==> src/rtl/trb_in_sched.sv <==
// trb_in_sched: round-robin frame scheduler in front of NUM_TURBO turbo decoder cores.
// Rev 1.0 - initial release.
`default_nettype none

module trb_in_sched #(
  parameter int NUM_TURBO = 2,
  parameter int DATA_W    = 8,
  parameter int FRAME_LEN = 128,
  parameter int MAX_OUT   = 4
) (
  input  logic                 clk,
  input  logic                 rst_n,
  input  logic [DATA_W-1:0]    st_data_in,
  input  logic                 st_valid_in,
  input  logic                 st_sop_in,
  input  logic                 st_eop_in,
  output logic                 st_ready_out,
  output logic [DATA_W-1:0]    dec_data_out,
  output logic [NUM_TURBO-1:0] dec_valid_out,
  output logic [NUM_TURBO-1:0] dec_sop_out,
  output logic [NUM_TURBO-1:0] dec_eop_out,
  input  logic [NUM_TURBO-1:0] dec_ready_in,
  input  logic [NUM_TURBO-1:0] dec_done_in,
  output logic [3:0]           cur_core,
  output logic                 err_len,
  output logic [NUM_TURBO-1:0] err_credit
);

  localparam int BEAT_W = (FRAME_LEN > 1) ? $clog2(FRAME_LEN) : 1;
  localparam logic [BEAT_W-1:0] LAST_BEAT = BEAT_W'(FRAME_LEN - 1);

  typedef enum logic [1:0] {
    S_IDLE = 2'd0,
    S_ARB  = 2'd1,
    S_XFER = 2'd2
  } state_e;

  state_e               state_q;
  logic [BEAT_W-1:0]    beat_q;
  logic [3:0]           ptr_q;
  logic [3:0]           cur_core_q;
  logic [NUM_TURBO-1:0] gnt_q;
  logic                 err_len_q;
  logic [NUM_TURBO-1:0] err_credit_q;
  logic [NUM_TURBO-1:0] err_credit_d;
  logic [3:0]           credit_q [NUM_TURBO];
  logic [3:0]           credit_d [NUM_TURBO];

  logic                 xfer;
  logic                 accept;
  logic                 first_beat;
  logic                 last_beat;
  logic [NUM_TURBO-1:0] dispatch;
  logic [15:0]          elig;
  logic                 found;
  logic [3:0]           sel;
  logic [4:0]           idx;

  assign xfer         = (state_q == S_XFER);
  assign st_ready_out = xfer & (|(dec_ready_in & gnt_q));
  assign accept       = st_valid_in & st_ready_out;
  assign first_beat   = (beat_q == '0);
  assign last_beat    = (beat_q == LAST_BEAT);

  // Data is zeroed outside a transfer so every output reads 0 while idle/in reset.
  assign dec_data_out  = xfer ? st_data_in : '0;
  assign dec_valid_out = (xfer & st_valid_in) ? gnt_q : '0;
  assign dec_sop_out   = first_beat ? dec_valid_out : '0;
  assign dec_eop_out   = last_beat  ? dec_valid_out : '0;
  assign dispatch      = (accept & last_beat) ? gnt_q : '0;

  assign cur_core   = cur_core_q;
  assign err_len    = err_len_q;
  assign err_credit = err_credit_q;

  always_comb begin
    elig = '0;
    for (int k = 0; k < NUM_TURBO; k++) begin
      elig[k] = dec_ready_in[k] & (credit_q[k] < 4'(MAX_OUT));
    end
  end

  // Rotating search: first eligible core at or above ptr, wrapping at NUM_TURBO.
  always_comb begin
    found = 1'b0;
    sel   = '0;
    idx   = '0;
    for (int i = 0; i < NUM_TURBO; i++) begin
      idx = {1'b0, ptr_q} + 5'(i);
      if (idx >= 5'(NUM_TURBO)) idx = idx - 5'(NUM_TURBO);
      if (!found && elig[idx[3:0]]) begin
        found = 1'b1;
        sel   = idx[3:0];
      end
    end
  end

  always_comb begin
    err_credit_d = err_credit_q;
    for (int k = 0; k < NUM_TURBO; k++) begin
      credit_d[k] = credit_q[k];
      if (dispatch[k] && !dec_done_in[k]) begin
        credit_d[k] = credit_q[k] + 4'd1;
      end else if (!dispatch[k] && dec_done_in[k]) begin
        if (credit_q[k] != 4'd0) credit_d[k] = credit_q[k] - 4'd1;
        else                     err_credit_d[k] = 1'b1;
      end
    end
  end

  always_ff @(posedge clk or negedge rst_n) begin
    if (!rst_n) begin
      state_q      <= S_IDLE;
      beat_q       <= '0;
      ptr_q        <= '0;
      cur_core_q   <= '0;
      gnt_q        <= '0;
      err_len_q    <= 1'b0;
      err_credit_q <= '0;
      for (int k = 0; k < NUM_TURBO; k++) credit_q[k] <= '0;
    end else begin
      err_credit_q <= err_credit_d;
      for (int k = 0; k < NUM_TURBO; k++) credit_q[k] <= credit_d[k];
      if (accept && ((st_sop_in != first_beat) || (st_eop_in != last_beat))) begin
        err_len_q <= 1'b1;
      end
      case (state_q)
        S_IDLE: begin
          if (st_valid_in) state_q <= S_ARB;
        end
        S_ARB: begin
          if (found) begin
            cur_core_q <= sel;
            for (int k = 0; k < NUM_TURBO; k++) gnt_q[k] <= (sel == 4'(k));
            state_q    <= S_XFER;
          end
        end
        S_XFER: begin
          if (accept) begin
            if (last_beat) begin
              beat_q  <= '0;
              state_q <= S_IDLE;
              ptr_q   <= (cur_core_q == 4'(NUM_TURBO - 1)) ? 4'd0 : cur_core_q + 4'd1;
            end else begin
              beat_q <= beat_q + 1'b1;
            end
          end
        end
        default: state_q <= S_IDLE;
      endcase
    end
  end

endmodule

`default_nettype wire

==> config.mk <==
export PLATFORM = sky130hd
export DESIGN_NAME = trb_in_sched
export DESIGN_NICKNAME = d
export VERILOG_FILES = /design/src/rtl/trb_in_sched.sv
export SDC_FILE = /design/constraint.sdc
export NUM_CORES = 1
export LEC_CHECK = 0
export BUFFER_PORTS_ARGS = -buffer_cell sky130_fd_sc_hd__clkbuf_2
export CORE_ASPECT_RATIO = 0.7
export CORE_MARGIN = 2
export CORE_UTILIZATION = 59
export CTS_BUF_LIST = sky130_fd_sc_hd__clkbuf_8 sky130_fd_sc_hd__clkbuf_16
export DETAILED_ROUTE_END_ITERATION = 7
export PLACE_DENSITY = 0.91
export SYNTH_ARGS = -nofsm -noshare
export SYNTH_HDL_FRONTEND = slang
export SYNTH_SLANG_ARGS = --single-unit
==> constraint.sdc <==
create_clock -name clk -period 4.5 [get_ports clk]
set_input_delay 0.45 -clock clk [delete_from_list [all_inputs] [get_ports clk]]
set_output_delay 0.45 -clock clk [all_outputs]
set_load 0.05 [all_outputs]
-- Word level (Yosys, flattened, before mapping)
Cells that the tools add are included.
- bits in registers: 30
- input bits: 17
- output and inout bits: 22
- word-level logic and storage cells: 105
- add/subtract/negate cells: 9
- $lt $le $gt $ge: 6
- eq/ne operators: 11
- muxes and demuxes: 28
- bitwise operators: 11
- reduce and logical (&&, ||, !) cells: 30
- operators by type and width (kind ; count):
    $mux W4 ; 11
    $mux W2 ; 8
    $add A4 B1 Y4 const B ; 3
    $lt A4 B5 Y1 const B ; 2
    $reduce_and A3 Y1 ; 3
    $bmux W1 S4 ; 2
    $eq A4 B1 Y1 const B ; 2
    $lt A4 B3 Y1 const B ; 2
    $mux W8 ; 1
    $reduce_and A2 Y1 ; 4
    $reduce_bool A2 Y1 ; 4
    $reduce_bool A4 Y1 ; 2
    $sub A4 B1 Y4 const B ; 2
    $sub A4 B2 Y4 const B ; 2
    $add A7 B1 Y7 const B ; 1
    $eq A7 B7 Y1 const B ; 1
    $logic_not A7 Y1 ; 1
    $mux W7 ; 1
    $and A1 B1 Y1 ; 6
    $logic_and A1 B1 Y1 ; 6
    $pmux W2 S3 ; 1
    $add A4 B1 Y5 const B ; 1
    $ge A5 B2 Y1 const B ; 1
    $logic_not A1 Y1 ; 5
    other kinds (14) ; 23

-- Logic depth before layout (Yosys ltp)
- word-level depth: 10
- mapped depth: 14
- gate-level depth less buffers: 13

-- Worst setup path before layout
OpenSTA, ideal clock, no wires.
- path kind: register -> register
- start: register beat_q[0]
- end: register credit_q[3] (netlist name)
- setup time: 125 ps
- data arrival time: 2690 ps
- data required time: 4375 ps
- slack: 1685 ps
- cell stages (with the launch flop): 15
- buffers on the path: 1
- period minus slack after synthesis: 2815 ps
- cell sequence: dfrtp_1 ha_1 nand3_1 or2_2 clkbuf_1 nor2_1 and2_1 ha_1 inv_1 ha_1 a21o_1 a21oi_1 xnor2_1 nand2_1 xnor2_1
- cells in the longest elaborated chain, start to end: 7
- elaborated cells on any way between the ends: 10
- classes of those cells: 1 x eq/ne; 2 x mux; 1 x bitwise; 6 x reduce/logical
- ends and longest elaborated chain (element ; line ; text):
    start, declared ; 39 ; logic [BEAT_W-1:0] beat_q;
    start signal, assigned ; 145 ; beat_q <= beat_q + 1'b1;
    $eq A7 B7 Y1 * ; 63 ; assign last_beat = (beat_q == LAST_BEAT);
    $and A1 B1 Y1 * ; 70 ; assign dispatch = (accept & last_beat) ? gnt_q : '0;
    $mux W2 * ; 70 ;
    $logic_not A1 Y1 ; 104 ; end else if (!dispatch[k] && dec_done_in[k]) begin
    $logic_and A1 B1 Y1 ; 104 ;
    $reduce_bool A2 Y1 (no line) ; -- ;
    $reduce_and A2 Y1 (no line) ; -- ;
    end, declared ; 46 ; logic [3:0] credit_q [NUM_TURBO];
Every way passes the cells marked *; elsewhere a longest branch is shown, timed or not.
A chain may end at the register's enable or synchronous reset.

-- Final worst setup path
- start: register state_q[0]
- end: register credit_q[3] (netlist name)
- cells in the longest elaborated chain, start to end: 9
- elaborated cells on any way between the ends: 12
- classes of those cells: 1 x eq/ne; 2 x mux; 3 x bitwise; 6 x reduce/logical
- ends and longest elaborated chain (element ; line ; text):
    start, declared ; 38 ; state_e state_q;
    start signal, assigned ; 113 ; state_q <= S_IDLE;
    start signal, assigned ; 129 ; if (st_valid_in) state_q <= S_ARB;
    start signal, assigned ; 135 ; state_q <= S_XFER;
    $eq A2 B2 Y1 * ; 59 ; assign xfer = (state_q == S_XFER);
    $and A1 B1 Y1 * ; 60 ; assign st_ready_out = xfer & (|(dec_ready_in & gnt_q));
    $and A1 B1 Y1 * ; 61 ; assign accept = st_valid_in & st_ready_out;
    $and A1 B1 Y1 * ; 70 ;
    $mux W2 * ; 70 ;
    $logic_not A1 Y1 ; 104 ;
    $logic_and A1 B1 Y1 ; 104 ;
    $reduce_bool A2 Y1 (no line) ; -- ;
    $reduce_and A2 Y1 (no line) ; -- ;
Marks and branches as above.

==> summary.txt <==
CTS tree - built
fraction of layout cells with a size suffix above 1 - 22.4%
Detail Placement HPWL - 2.98 mm
GR Util All Layers - 22.9%
Synth Instances - 201
1st-iter DRT viols - 87
CTS resizes - 0
period utilisation layout - 78.0%
Final Critical Period - 3510 ps
Clock Sinks - 30
Post-synth EDFFs - 0
core area - 3130 um^2
clock transition at the registers of the reported paths - 60 ps
TritonCTS Buffers - 5
Critical Path Source Type - flop
Seq pwr share - 47.3%
post-synthesis xor/xnor area fraction - 7.32%
Area Growth Syn to Fin - 16.8%
n_diodes - 0
Clk Latency, worst-skew pair - 290 ps
largest net degree at the start of global routing - 31
worst slack at placement - 1070 ps
slew at the pin with the worst max-slew slack - 740 ps
max_slew headroom - 50.7%
Fin Setup TNS - 0 ps
FMAX - 285 MHz
fin. max-slew vios - 0
Fin. Hold Viols - 0
Ports - 39
drt pass-1 iters - 4
post-synthesis sequential area ratio - 39.2%
leading area contributor after synthesis - dfrtp_1
setup bufs post-CTS - 0
status - finished clean
Internal Power - 486 uW
clock buffer depth - 2
RD Place Congestion - 0.823
Final Cell Area - 2240 um^2
initial antenna violation count - 0
Synth Flop Type - dfrtp_1
highest-count cells in the layout ignoring fill and taps - clkbuf_2, dfrtp_1, nor2_1
Yosys warning count - 0
combinational power share - 21.1%
first-pass GRT wire length - 6.40 mm
Unique masters post-synth - 41
multi-input logic area - 1100 um^2
grt ovf - 0
crit path max fanout - 13
Sw Share - 31.2%
max_cap viols - 0
Crit path required time - 4670 ps
H-Tree Depth - 2
chip width - 72.1 um
asr flop ratio synth - 100%
drt drc - 0
Worst Setup Slack, final - 988 ps
Mapped Avg Cell Area - 9.52 um^2
HP Class - primary input to asynchronous set/reset pin
RSZ-0062 raised after global routing - no
cts hold-fix bufs - 0
# setup viols final - 0
Clock Power Share - 31.6%
VDD IR max - 0.218 mV
post-synthesis register bit count - 30
mux contribution to synthesized area - 2.29%
clock root cell - clkbuf_8
Setup Skew - 5.75 ps
vias per cell - 5.45
Row Count - 17
post-synth top area share - 39.2%
largest family of logic cells by synthesized area - simple AND/OR/NAND/NOR gates
Synthesized Nets - 236
hold_ws - 214 ps
dpl cell area - 2140 um^2
most common cell after layout, fill and taps aside - clkbuf_2
# nets final - 279
DR vias - 1543
FILL cells - 242
Cell Area, Synth - 1910 um^2
number of global-route vias before repair - 1396
Synth Area in Adders - 12.5%
die height - 51.7 um
Seq. cell area - 751 um^2
crit path DAT - 3690 ps
Layout Cells excl Fill - 283
Psw - 220 uW
Die Area - 3720 um^2
Initial Utilization - 61.2%
Critical Path Sink Type - flop
simple logic cell fraction of the synthesized area - 24.1%
critical path class - flop to flop
wire per inst - 13.7 um
final WL - 3.88 mm
Post-DRT Antenna Nets - 0
port bufs - 38
complex-gate fraction of the synthesized area - 11.0%
Cell Pwr Density - 316 nW/um^2
Leakage - 0.00111 uW
Synth area leaders - dfrtp_1, ha_1, xnor2_1
placed cell count - 275
-- area by class of cell --
| class | count | share of cell area, % |
|---|---|---|
| clock buffers | 6 | 3.69 |
| multi-input cells | 153 | 49.0 |
| clock inverters | 2 | 0.392 |
| flip-flops and latches | 30 | 33.6 |
| inverters | 16 | 2.69 |
| well taps | 38 | 2.13 |
| repair buffers | 38 | 8.51 |
-- path summary, 6_finish.rpt --
path / startpoint / endpoint / slack, ps / cells after the start
max: state_q[0] / credit_q[3] / 990 / 12
min: rst_n / ptr_q[2] / 210 / 1
max reg2reg: state_q[0] / credit_q[3] / 990 / 12
min reg2reg: err_credit[1] / err_credit[1] / 460 / 1
max in group asynchronous: rst_n / err_credit[1] / 3810 / 1
min in group clk: err_credit[1] / err_credit[1] / 460 / 1
-- registers in the layout, indices dropped and copies added (netlist names) --
signal / count
state_q: 2
err_credit: 2
beat_q: 7
cur_core: 4
credit_q: 8
gnt_q: 2
err_len: 1
ptr_q: 4
-- Yosys cell counts, types with 2 or more instances --
library cell,instances
nor2_1,19
mux2_2,3
and2_1,10
nand3b_1,3
dfrtp_1,30
a21o_1,7
xnor2_1,12
nor4_1,2
a21oi_1,8
nand2b_1,4
nand4_1,2
or2_2,3
inv_1,16
nor3_1,4
xor2_1,4
and2b_1,2
fa_1,2
nand3_1,8
nand2_1,18
ha_1,16
o21ai_0,7
clkbuf_1,2
-- cell families (layout without fill, tap and decap cells) --
group	after synthesis	in the layout
buf+inv	18	62
compound gates	31	31
xor+xnor	16	16
simple gates	84	84
fa+ha+maj	18	18
flops	30	30
mux	4	4
-- critical path, cell delays in order (launching register included) --
cell and delay [ps]:
dfrtp_1 410, nor2b_1 510, nand3_1 400, nor2_1 540, and2_1 250, ha_1 180, inv_1 110, ha_1 300
a21o_1 170, a21oi_1 180, xnor2_1 130, nand2_1 80, xnor2_1 130
-- power by group through the flow --
stage	Sequential, uW	Clock [uW]	Combinational, uW
floorplan	354	0	90.2
global placement	337	0	143
detailed placement	339	0	149
CTS	334	226	150
global route	339	237	168
finish	334	223	149
-- per-layer routing --
layer,vias to the layer above,part of all wire [%],track usage (%)
met4,0,1.7,10.7
li1,768,-,-
met5,-,0,0
met1,735,47,30.8
met3,7,3.9,4.84
met2,33,48,35.5
-- through the flow --
step	utilization, %	power [uW]
after detailed placement	68.6	487
after global placement	68.6	480
after floorplan	-	444
after global routing	71.5	745
after CTS	71.5	710
final	71.5	706
Note: power is estimated with default switching activity, not from simulation.
